===== src/rtl/gradient_update_sched_pkg.sv =====
`default_nettype none
// ============================================================================
//  Module      : gradient_pkg
//  Description : Shared constants, state encoding and helpers for the
//                gradient update sequencer.
//  Revision    : 1.0 - initial release
// ============================================================================
package gradient_pkg;

    // Default Q-format of the parameter store.
    localparam int Q_FIXED_BITS = 8;
    localparam int Q_FRAC_BITS  = 8;
    localparam int Q_NUM_WEIGHTS = 16;

    localparam int Q_W = Q_FIXED_BITS + Q_FRAC_BITS;
    localparam logic [Q_W-1:0] Q_MAX = {1'b0, {(Q_W-1){1'b1}}};
    localparam logic [Q_W-1:0] Q_MIN = {1'b1, {(Q_W-1){1'b0}}};
    localparam int ROUND_HALF = 1 << (Q_FRAC_BITS - 1);

    // Sequencer state encoding.
    localparam logic [2:0] ST_IDLE  = 3'd0;
    localparam logic [2:0] ST_READ  = 3'd1;
    localparam logic [2:0] ST_CALC  = 3'd2;
    localparam logic [2:0] ST_WRITE = 3'd3;
    localparam logic [2:0] ST_DONE  = 3'd4;

    typedef enum logic [2:0] {
        IDLE  = ST_IDLE,
        READ  = ST_READ,
        CALC  = ST_CALC,
        WRITE = ST_WRITE,
        DONE  = ST_DONE
    } state_t;

    // Index width; a single-entry store still gets a 1-bit address.
    function automatic int addr_width(input int n);
        return (n > 1) ? $clog2(n) : 1;
    endfunction

endpackage
`default_nettype wire


===== src/rtl/gradient_update_sched_if.sv =====
`default_nettype none
// ============================================================================
//  Module      : gradient_update_sched_if
//  Description : Control and storage bus of the gradient update sequencer.
//                slave = sequencer side, master = control/storage side.
//  Revision    : 1.0 - initial release
// ============================================================================
interface gradient_update_sched_if #(
    parameter int W      = 16,
    parameter int ADDR_W = 4
);
    logic              start;
    logic              abort;
    logic [W-1:0]      lr;
    logic              rd_en;
    logic [ADDR_W-1:0] addr;
    logic [W-1:0]      rd_grad;
    logic [W-1:0]      rd_weight;
    logic              wr_en;
    logic [W-1:0]      wr_weight;
    logic              grad_clr;
    logic              busy;
    logic              done;

    modport master (
        output start, abort, lr, rd_grad, rd_weight,
        input  rd_en, addr, wr_en, wr_weight, grad_clr, busy, done
    );

    modport slave (
        input  start, abort, lr, rd_grad, rd_weight,
        output rd_en, addr, wr_en, wr_weight, grad_clr, busy, done
    );
endinterface
`default_nettype wire


===== src/rtl/gradient_update_sched_alu.sv =====
`default_nettype none
// ============================================================================
//  Module      : sgd_update_alu
//  Description : Combinational SGD step w_new = sat(w - round(lr*g)) in
//                signed Q-format.
//  Revision    : 1.0 - initial release
// ============================================================================
module sgd_update_alu #(
    parameter int W = 16,
    parameter int F = 8
) (
    input  wire logic [W-1:0] i_lr,
    input  wire logic [W-1:0] i_grad,
    input  wire logic [W-1:0] i_weight,
    output logic      [W-1:0] o_weight
);
    // One extra bit over the full product so the rounding add never wraps.
    localparam logic [2*W:0] c_round = {{(2*W){1'b0}}, 1'b1} << (F - 1);

    logic [2*W:0]        w_lr_x;
    logic [2*W:0]        w_grad_x;
    logic [2*W:0]        w_prod;
    logic [2*W:0]        w_rounded;
    logic signed [2*W:0] w_shifted;
    logic                w_delta_fits;
    logic [W:0]          w_delta;
    logic [W+1:0]        w_diff;
    logic                w_diff_fits;

    // Multiply, round half up, clamp delta to W+1 bits, subtract, clamp to W.
    always_comb begin
        w_lr_x    = {{(W+1){i_lr[W-1]}}, i_lr};
        w_grad_x  = {{(W+1){i_grad[W-1]}}, i_grad};
        w_prod    = w_lr_x * w_grad_x;
        w_rounded = w_prod + c_round;
        w_shifted = $signed(w_rounded) >>> F;

        w_delta_fits = (&w_shifted[2*W:W]) | ~(|w_shifted[2*W:W]);
        if (w_delta_fits)
            w_delta = w_shifted[W:0];
        else if (w_shifted[2*W])
            w_delta = {1'b1, {W{1'b0}}};
        else
            w_delta = {1'b0, {W{1'b1}}};

        w_diff = {{2{i_weight[W-1]}}, i_weight} - {w_delta[W], w_delta};

        w_diff_fits = (&w_diff[W+1:W-1]) | ~(|w_diff[W+1:W-1]);
        if (w_diff_fits)
            o_weight = w_diff[W-1:0];
        else if (w_diff[W+1])
            o_weight = {1'b1, {(W-1){1'b0}}};
        else
            o_weight = {1'b0, {(W-1){1'b1}}};
    end

endmodule
`default_nettype wire


===== src/rtl/gradient_update_sched.sv =====
`default_nettype none
// ============================================================================
//  Module      : gradient_update_sched
//  Description : Walks the parameter store once per start, applying one SGD
//                step per entry (READ -> CALC -> WRITE) and clearing each
//                gradient as its weight is written back.
//  Revision    : 1.0 - initial release
// ============================================================================
module gradient_update_sched
    import gradient_pkg::*;
#(
    parameter int FIXED_BITS      = Q_FIXED_BITS,
    parameter int FRACTIONAL_BITS = Q_FRAC_BITS,
    parameter int NUM_WEIGHTS     = Q_NUM_WEIGHTS,
    parameter int ADDR_W          = addr_width(NUM_WEIGHTS)
) (
    input  wire logic              clk,
    input  wire logic              rst,
    gradient_update_sched_if.slave bus
);
    localparam int W = FIXED_BITS + FRACTIONAL_BITS;
    localparam logic [ADDR_W-1:0] c_last_addr = ADDR_W'(NUM_WEIGHTS - 1);

    state_t            state_q, state_d;
    logic [ADDR_W-1:0] addr_q, addr_d;
    logic [W-1:0]      lr_q, lr_d;
    logic [W-1:0]      wr_weight_q, wr_weight_d;
    logic              rd_en_q, rd_en_d;
    logic              wr_en_q, wr_en_d;
    logic              busy_q, busy_d;
    logic              done_q, done_d;
    logic [W-1:0]      w_alu_weight;

    sgd_update_alu #(
        .W (W),
        .F (FRACTIONAL_BITS)
    ) u_alu (
        .i_lr     (lr_q),
        .i_grad   (bus.rd_grad),
        .i_weight (bus.rd_weight),
        .o_weight (w_alu_weight)
    );

    // Next-state, index and latched operands; strobes decode the next state
    // so that every output leaves a flop.
    always_comb begin
        state_d     = state_q;
        addr_d      = addr_q;
        lr_d        = lr_q;
        wr_weight_d = wr_weight_q;

        case (state_q)
            IDLE: begin
                if (bus.start) begin
                    lr_d    = bus.lr;
                    addr_d  = '0;
                    state_d = READ;
                end
            end
            READ:  state_d = CALC;
            CALC: begin
                wr_weight_d = w_alu_weight;
                state_d     = WRITE;
            end
            WRITE: begin
                if (addr_q == c_last_addr) begin
                    state_d = DONE;
                end else begin
                    addr_d  = addr_q + ADDR_W'(1);
                    state_d = READ;
                end
            end
            DONE: begin
                addr_d  = '0;
                state_d = IDLE;
            end
            default: begin
                addr_d  = '0;
                state_d = IDLE;
            end
        endcase

        // Abort overrides the walk; the current cycle's strobes are already
        // registered so they still complete.
        if (bus.abort && (state_q != IDLE)) begin
            state_d = IDLE;
            addr_d  = '0;
        end

        rd_en_d = (state_d == READ);
        wr_en_d = (state_d == WRITE);
        busy_d  = (state_d != IDLE);
        done_d  = (state_d == DONE);
    end

    // Sequencer state, index, operands and registered strobes.
    always_ff @(posedge clk) begin
        if (rst) begin
            state_q     <= IDLE;
            addr_q      <= '0;
            lr_q        <= '0;
            wr_weight_q <= '0;
            rd_en_q     <= 1'b0;
            wr_en_q     <= 1'b0;
            busy_q      <= 1'b0;
            done_q      <= 1'b0;
        end else begin
            state_q     <= state_d;
            addr_q      <= addr_d;
            lr_q        <= lr_d;
            wr_weight_q <= wr_weight_d;
            rd_en_q     <= rd_en_d;
            wr_en_q     <= wr_en_d;
            busy_q      <= busy_d;
            done_q      <= done_d;
        end
    end

    assign bus.rd_en     = rd_en_q;
    assign bus.addr      = addr_q;
    assign bus.wr_en     = wr_en_q;
    assign bus.wr_weight = wr_weight_q;
    assign bus.grad_clr  = wr_en_q;
    assign bus.busy      = busy_q;
    assign bus.done      = done_q;

endmodule
`default_nettype wire


===== src/flat_wrapper.sv =====
// flat-port wrapper written by rule: the top's interface ports become plain ports
module gradient_update_sched_flat import gradient_pkg::*;
#(
    parameter int FIXED_BITS      = Q_FIXED_BITS,
    parameter int FRACTIONAL_BITS = Q_FRAC_BITS,
    parameter int NUM_WEIGHTS     = Q_NUM_WEIGHTS,
    parameter int ADDR_W          = addr_width(NUM_WEIGHTS)
)
  (clk, rst, bus_start, bus_abort, bus_lr, bus_rd_grad, bus_rd_weight, bus_rd_en, bus_addr, bus_wr_en, bus_wr_weight, bus_grad_clr, bus_busy, bus_done);
  gradient_update_sched_if #(.W(((8) + (8))), .ADDR_W(ADDR_W)) bus_i ();
  input  wire logic clk;
  input  wire logic rst;
  input wire logic [$bits(bus_i.start)-1:0] bus_start;
  input wire logic [$bits(bus_i.abort)-1:0] bus_abort;
  input wire logic [$bits(bus_i.lr)-1:0] bus_lr;
  input wire logic [$bits(bus_i.rd_grad)-1:0] bus_rd_grad;
  input wire logic [$bits(bus_i.rd_weight)-1:0] bus_rd_weight;
  output wire logic [$bits(bus_i.rd_en)-1:0] bus_rd_en;
  output wire logic [$bits(bus_i.addr)-1:0] bus_addr;
  output wire logic [$bits(bus_i.wr_en)-1:0] bus_wr_en;
  output wire logic [$bits(bus_i.wr_weight)-1:0] bus_wr_weight;
  output wire logic [$bits(bus_i.grad_clr)-1:0] bus_grad_clr;
  output wire logic [$bits(bus_i.busy)-1:0] bus_busy;
  output wire logic [$bits(bus_i.done)-1:0] bus_done;
  assign bus_i.start = bus_start;
  assign bus_i.abort = bus_abort;
  assign bus_i.lr = bus_lr;
  assign bus_i.rd_grad = bus_rd_grad;
  assign bus_i.rd_weight = bus_rd_weight;
  assign bus_rd_en = bus_i.rd_en;
  assign bus_addr = bus_i.addr;
  assign bus_wr_en = bus_i.wr_en;
  assign bus_wr_weight = bus_i.wr_weight;
  assign bus_grad_clr = bus_i.grad_clr;
  assign bus_busy = bus_i.busy;
  assign bus_done = bus_i.done;
  gradient_update_sched #(.FIXED_BITS(FIXED_BITS), .FRACTIONAL_BITS(FRACTIONAL_BITS), .NUM_WEIGHTS(NUM_WEIGHTS), .ADDR_W(ADDR_W)) u_core (.clk(clk), .rst(rst), .bus(bus_i));
endmodule

===== config.mk =====
export PLATFORM = sky130hd
export DESIGN_NAME = gradient_update_sched_flat
export DESIGN_NICKNAME = d
export VERILOG_FILES = /design/src/rtl/gradient_update_sched_pkg.sv /design/src/rtl/gradient_update_sched_if.sv /design/src/rtl/gradient_update_sched_alu.sv /design/src/rtl/gradient_update_sched.sv /design/src/flat_wrapper.sv
export SDC_FILE = /design/constraint.sdc
export NUM_CORES = 1
export LEC_CHECK = 0
export ABC_AREA = 1
export CAP_MARGIN = 5
export CORE_ASPECT_RATIO = 1.4
export CORE_MARGIN = 2
export CORE_UTILIZATION = 39
export CTS_CLUSTER_DIAMETER = 60
export DETAILED_ROUTE_END_ITERATION = 8
export SETUP_SLACK_MARGIN = 0.02
export SLEW_MARGIN = 20
export SYNTH_ARGS = -nofsm -noshare
export SYNTH_HDL_FRONTEND = slang
export SYNTH_SLANG_ARGS = --single-unit

===== constraint.sdc =====
create_clock -name clk -period 11.6 [get_ports clk]
set_input_delay 3.48 -clock clk [delete_from_list [all_inputs] [get_ports clk]]
set_output_delay 3.48 -clock clk [all_outputs]
set_load 0.005 [all_outputs]

Word level (Yosys, flattened, before mapping)
Cells that the tools add are included.
Widths: inputs -> output; s select.
{"block": "classes", "mul": 1, "add_sub_neg": 3, "muxes": 11, "bitwise_logic": 5, "n_reduce_logical": 12, "eq_ne": 9}
{"operator": "$mux 17", "count": 2}
{"operator": "$add 33x8->33 const B", "count": 1}
{"operator": "$mul 16x16->32", "count": 1}
{"operator": "$mux 16", "count": 2}
{"operator": "$sub 16x17->18", "count": 1}
{"operator": "$pmux 3 s4", "count": 1}
{"operator": "$pmux 4 s3", "count": 1}
{"operator": "$eq 3x2->1 const B", "count": 3}
{"operator": "$mux 3", "count": 3}
{"operator": "$reduce_and 9->1", "count": 1}
{"operator": "$reduce_or 9->1", "count": 1}
{"operator": "$mux 4", "count": 2}
{"operator": "$eq 3x1->1 const B", "count": 2}
{"operator": "$reduce_and 3->1", "count": 2}
{"operator": "$reduce_bool 3->1", "count": 2}
{"operator": "$add 4x1->4 const B", "count": 1}
{"operator": "$eq 4x4->1 const B", "count": 1}
{"operator": "$ne 2x2->1 const B", "count": 2}
{"operator": "$reduce_or 2->1", "count": 2}
{"operator": "$eq 3x3->1 const B", "count": 1}
{"operator": "$logic_not 3->1", "count": 1}
{"operator": "$not 1->1", "count": 3}
{"operator": "$reduce_or 3->1", "count": 1}
{"operator": "$or 1x1->1", "count": 2}
{"operator": "2 further kinds", "count": 2}
{"block": "word_totals", "regBits": 43, "elab_cells": 49, "output_inout_bits": 25, "inputBits": 52}

Depth between registers and ports, before layout
Gate-level depths: netlist of run 1.
{"block": "depth", "ltp_word": 11, "depth_mapped": 55, "depth_no_buf": 52}

By module
Synthesis of run 1 repeated with hierarchy kept, for this count alone.
{"block": "unflattened", "hier_cells": 1907, "area_unflattened_um2": 13756.9}
{"module": "sgd_update_alu", "area_per_inst_um2": 12067.8, "cells_each": 1694, "seq_area_each_um2": 0.0, "n_inst": 1}
{"module": "gradient_update_sched", "area_per_inst_um2": 1689.1, "cells_each": 213, "seq_area_each_um2": 860.8, "n_inst": 1}

Worst setup path before layout of run 1
OpenSTA, ideal clock, no wires.
{"block": "synth_path", "path_kind": "input to register", "start": "input port bus_rd_grad[5]", "end": "register u_core.wr_weight_q[0], in the netlist u_core.bus.wr_weight[0]", "path_slack_ns": -0.448, "setup_ns": 0.128, "cell_stages": 45, "path_buffers": 4, "arrival_ns": 11.919, "t_required_ns": 11.472, "cell_sequence": "clkbuf_1 -> clkbuf_1 -> nand2_1 -> fa_1 -> fa_1 -> inv_1 -> fa_1 -> fa_1 -> fa_1 -> inv_1 -> fa_1 -> inv_1 -> ha_1 -> nand2_1 -> nor2_1 -> inv_1 -> nor3_1 -> nand3_1 -> [9 not listed] -> nand2_1 -> o21ai_4 -> buf_6 -> a21oi_1 -> ha_1 -> fa_1 -> o21ai_0 -> nand2_1 -> nand2_1 -> a21oi_1 -> o21ai_0 -> nand3_1 -> nand2_1 -> xnor2_1 -> nand2_1 -> a21oi_1 -> clkbuf_1 -> a21oi_1"}
{"block": "synth_between", "elab_chain_len": 11, "word_cells_on_any_way": 15, "classes_between": "add/sub (2); mul (1); mux (4); bitwise (4); reduce/logical (4)"}
{"element": "from (decl)", "line_no": "flat_wrapper.sv:16", "text": "input wire logic [$bits(bus_i.rd_grad)-1:0] bus_rd_grad;"}
{"element": "$mul 16x16->32 (*)", "line_no": "gradient_update_sched_alu.sv:34", "text": "w_prod = w_lr_x * w_grad_x;"}
{"element": "$add 33x8->33 (*)", "line_no": "gradient_update_sched_alu.sv:35", "text": "w_rounded = w_prod + c_round;"}
{"element": "$reduce_or 9->1", "line_no": "gradient_update_sched_alu.sv:38", "text": "w_delta_fits = (&w_shifted[2*W:W]) | ~(|w_shifted[2*W:W]);"}
{"element": "$not 1->1", "line_no": "gradient_update_sched_alu.sv:38"}
{"element": "$or 1x1->1", "line_no": "gradient_update_sched_alu.sv:38"}
{"element": "$mux 17 (*)", "line_no": "gradient_update_sched_alu.sv:39", "text": "if (w_delta_fits)"}
{"element": "$sub 16x17->18 (*)", "line_no": "gradient_update_sched_alu.sv:46", "text": "w_diff = {{2{i_weight[W-1]}}, i_weight} - {w_delta[W], w_delta};"}
{"element": "$reduce_or 3->1", "line_no": "gradient_update_sched_alu.sv:48", "text": "w_diff_fits = (&w_diff[W+1:W-1]) | ~(|w_diff[W+1:W-1]);"}
{"element": "$not 1->1", "line_no": "gradient_update_sched_alu.sv:48"}
{"element": "$or 1x1->1", "line_no": "gradient_update_sched_alu.sv:48"}
{"element": "$mux 16 (*)", "line_no": "gradient_update_sched_alu.sv:49", "text": "if (w_diff_fits)"}
{"element": "to (signal assigned)", "line_no": "gradient_update_sched.sv:111", "text": "wr_weight_q <= wr_weight_d;"}
{"element": "to (decl)", "line_no": "gradient_update_sched.sv:27", "text": "logic [W-1:0] wr_weight_q, wr_weight_d;"}
Every way passes the cells marked *; elsewhere a longest branch is shown, timed or not.
A chain may end at the register's enable or synchronous reset.

Worst setup path in the final report of run 1
{"block": "layout_path", "start": "input port bus_rd_grad[1]", "end": "register u_core.wr_weight_q[1], in the netlist u_core.bus.wr_weight[1]"}
Same word-level chain as after synthesis.

==> results of run 1 <==
## cells by family after synthesis
group                    count (synthesis)  share of synthesized area
AND/OR/NAND/NOR                        793                      0.233
AO/OA/AOI/OAI                          138                     0.0535
flip-flops                              43                     0.0613
XOR/XNOR                                43                     0.0273
buffers and inverters                  613                      0.165
adder cells (fa/ha/maj)                360                      0.461
## state kept, by name (all words and copies together), names as in the netlist
register	cells
u_core.bus.addr	4
u_core.bus.busy	1
u_core.bus.done	1
u_core.bus.grad_clr	1
u_core.bus.rd_en	1
u_core.bus.wr_weight	16
u_core.lr_q	16
u_core.state_q	3
## cell usage in the layout (no fill, tap or decap), types with 18 or more instances in the layout
master / n
ha_4: 29
dfxtp_1: 43
ha_1: 66
nand2_4: 22
o21ai_0: 26
nor2_2: 32
xor2_1: 26
nor2_4: 30
buf_4: 263
fa_2: 26
buf_12: 18
inv_1: 473
buf_6: 31
fa_1: 236
nand2_2: 85
nor2_1: 58
nand3_1: 56
a21oi_2: 31
inv_2: 59
clkdlybuf4s50_1: 61
nand2_1: 445
a21oi_1: 42
## routing by layer
metal  up-vias  track usage  part of all wire
met3       105       0.0143             0.027
met1      6521        0.263              0.38
met4         0       0.0875             0.045
met5         -            0                 0
met2       271        0.448              0.55
li1       6413            -                 -
## critical path: cells and delay by family
kind / cells / cell delay (ns)
AO/OA/AOI/OAI: 7 / 1.11
adder cells (fa/ha/maj): 8 / 3.75
buffers and inverters: 12 / 1.25
AND/OR/NAND/NOR: 25 / 2.04
## cell type report
type,count,area share
Timing Repair Buffer,392,0.180
Clock inverter,3,0.00242
Clock buffer,5,0.00637
Sequential cell,43,0.0438
Tap cell,462,0.0294
Inverter,539,0.104
Multi-Input combinational cell,1334,0.634
## stage by stage
| step | util | setup TNS [ns] |
|---|---|---|
| 2_1_floorplan | - | 0 |
| 3_3_place_gp | 0.475 | -15.08 |
| 3_5_place_dp | 0.475 | -16.01 |
| 4_1_cts | 0.522 | 0 |
| 5_1_grt | 0.550 | -4.86 |
| 6_report | 0.550 | 0 |
## path summary, 6_finish.rpt
kind                                   startpoint  slack (ns)                              endpoint  depth (start not counted)
setup / recovery                   bus_rd_grad[1]        0.14  u_core.bus.wr_weight[1]$_SDFFE_PP0N_                         52
hold / removal    u_core.bus.addr[1]$_SDFFE_PP0P_        0.51       u_core.bus.addr[1]$_SDFFE_PP0P_                          2
setup reg to reg      u_core.lr_q[0]$_SDFFE_PP0P_        2.55  u_core.bus.wr_weight[1]$_SDFFE_PP0N_                         49
hold reg to reg   u_core.bus.addr[1]$_SDFFE_PP0P_        0.51       u_core.bus.addr[1]$_SDFFE_PP0P_                          2
## repair_timing
item / CTS / global route
gates resized for setup: 248 / 266
endpoints found under the setup margin: 16 / 16
gates cloned: 5 / 1
hold buffers: 0 / 0
pin swaps: 97 / 186
buffers inserted: 58 / 30
==> reports/metrics.csv, run 1 <==
stage;metric;value;unit
timing;Final period util;0.988;
final_layout;area growth from synthesis to layout;39.8;%
route;first-pass iteration count of the detailed router;5;
clocking;Clock transition at path regs;0.07;ns
timing;Slew Viols, Final;0;
die;Starting Density;0.394;
timing;final setup vio count;0;
worst_setup_path;Top cell by count, worst path;nand2_1;
placed_design;GPL Wtd Cong;0.886;
synthesis;Yosys cell types;41;
clocking;CTS root buffer;clkbuf_16;
clocking;clock tree buffer depth;2;
final_layout;Finished Layout Cells;2778;
die;DIE HEIGHT;229;um
route;Post-DRT Antenna Nets;0;
placed_design;area of placed instances;17000;um2
worst_setup_path;CP peak stage delay;0.62;ns
timing;Setup Skew;0.00533;ns
clocking;H-tree Lvls;2;
synthesis;Async SR Flop Fraction;0;
synthesis;Mapped Avg Cell Area;7.06;um2
route;DR vias;13300;
synthesis;post-synthesis cell type with the largest combined area;fa_1;
clocking;# clock sinks;43;
synthesis;post-synthesis instance area;14100;um2
synthesis;top cells by count, synth;nand2_1, inv_1, fa_1, nor2_1, ha_1;
die;DIE WIDTH;164;um
final_layout;fillcell total;3319;
grt;total track usage;0.233;
final_layout;Multi-input gate area;12400;um2
clocking;clk_lat worst skew;0.30;ns
die;DIE AREA;37600;um2
status;status;completed;
clocking;number of CTS-inserted buffers;5;
final_layout;Seq. cell area;861;um2
worst_setup_path;Crit Path Max Fanout;8;
grt;total gr overflow;0;
timing;Min Hold Slack;0.513;ns
synthesis;synth warn;0;
timing;Hold Vio Cnt, Final;0;
flow_run;Max Cap Violations;0;
placed_design;number of port buffers;76;
timing;post-route minimum period;11.46;ns
die;Site Rows;82;
timing;Max Freq;87.2;MHz
worst_setup_path;Data arrival, critical path;11.66;ns
route;drt via density;4.79;
timing;RSZ-0062 raised after global routing;yes;
synthesis;top cell type's share of synthesized area;0.373;
grt;vias in the first global route;14300;
placed_design;post-DP HPWL;34.9;mm
timing;max_slew headroom;0.303;
route;WL final;42.4;mm
worst_setup_path;Worst Path Required;11.79;ns
placed_design;placed cell count;2677;
final_layout;Antenna Cells;0;
final_layout;nets@finish;2727;
worst_setup_path;CP Launch Type;input pin;
worst_setup_path;slowest CP cell;fa_2;
worst_setup_path;critical path endpoint category;flop;
synthesis;most common cell in the netlist;nand2_1;
clocking;CTS tree;yes;
synthesis;ys flop type;dfxtp_1;
die;IO Count;77;
final_layout;share of cells above drive strength 1;0.310;
grt;largest net degree at the start of global routing;23;
placed_design;Place WS;-1.05;ns
synthesis;Syn Nets;2402;
route;DRT iter0 DRCs;604;
synthesis;register area share after synthesis;0.0613;
die;Core Box Area;35700;um2
route;residual DRC count;0;
worst_setup_path;worst setup path class;input pin to flop;
timing;Slew @ Worst Pin;1.04;ns
final_layout;post-route cell area;19600;um2
worst_hold_path;worst hold path class;flop to flop;
route;average routed wire per standard cell;15.3;um
synthesis;#FFs+latches synth;43;
synthesis;number of flops mapped to enable cells by yosys;0;
synthesis;synth top area cells;fa_1, nand2_1, inv_1;
grt;initial antenna violation count;0;
synthesis;Post-Syn Instances;1990;
timing;Final WS setup;0.137;ns
grt;first-pass GRT wire length;69.6;mm
Power of run 1 is left out: the tool's default activity adds up to more than one toggle a clock period on the data nets, which glitch-free logic cannot reach.
==> inputs of run 2 (changes only) <==
--- a/config.mk
+++ b/config.mk
@@ -13,7 +13,7 @@
 export CTS_CLUSTER_DIAMETER = 60
 export DETAILED_ROUTE_END_ITERATION = 8
 export SETUP_SLACK_MARGIN = 0.02
-export SLEW_MARGIN = 20
+export SLEW_MARGIN = 30
 export SYNTH_ARGS = -nofsm -noshare
 export SYNTH_HDL_FRONTEND = slang
 export SYNTH_SLANG_ARGS = --single-unit
==> results of run 2 <==
Final layout, timing and power as in run 1 (identical DEF).
Power of run 2 is left out for the same reason.
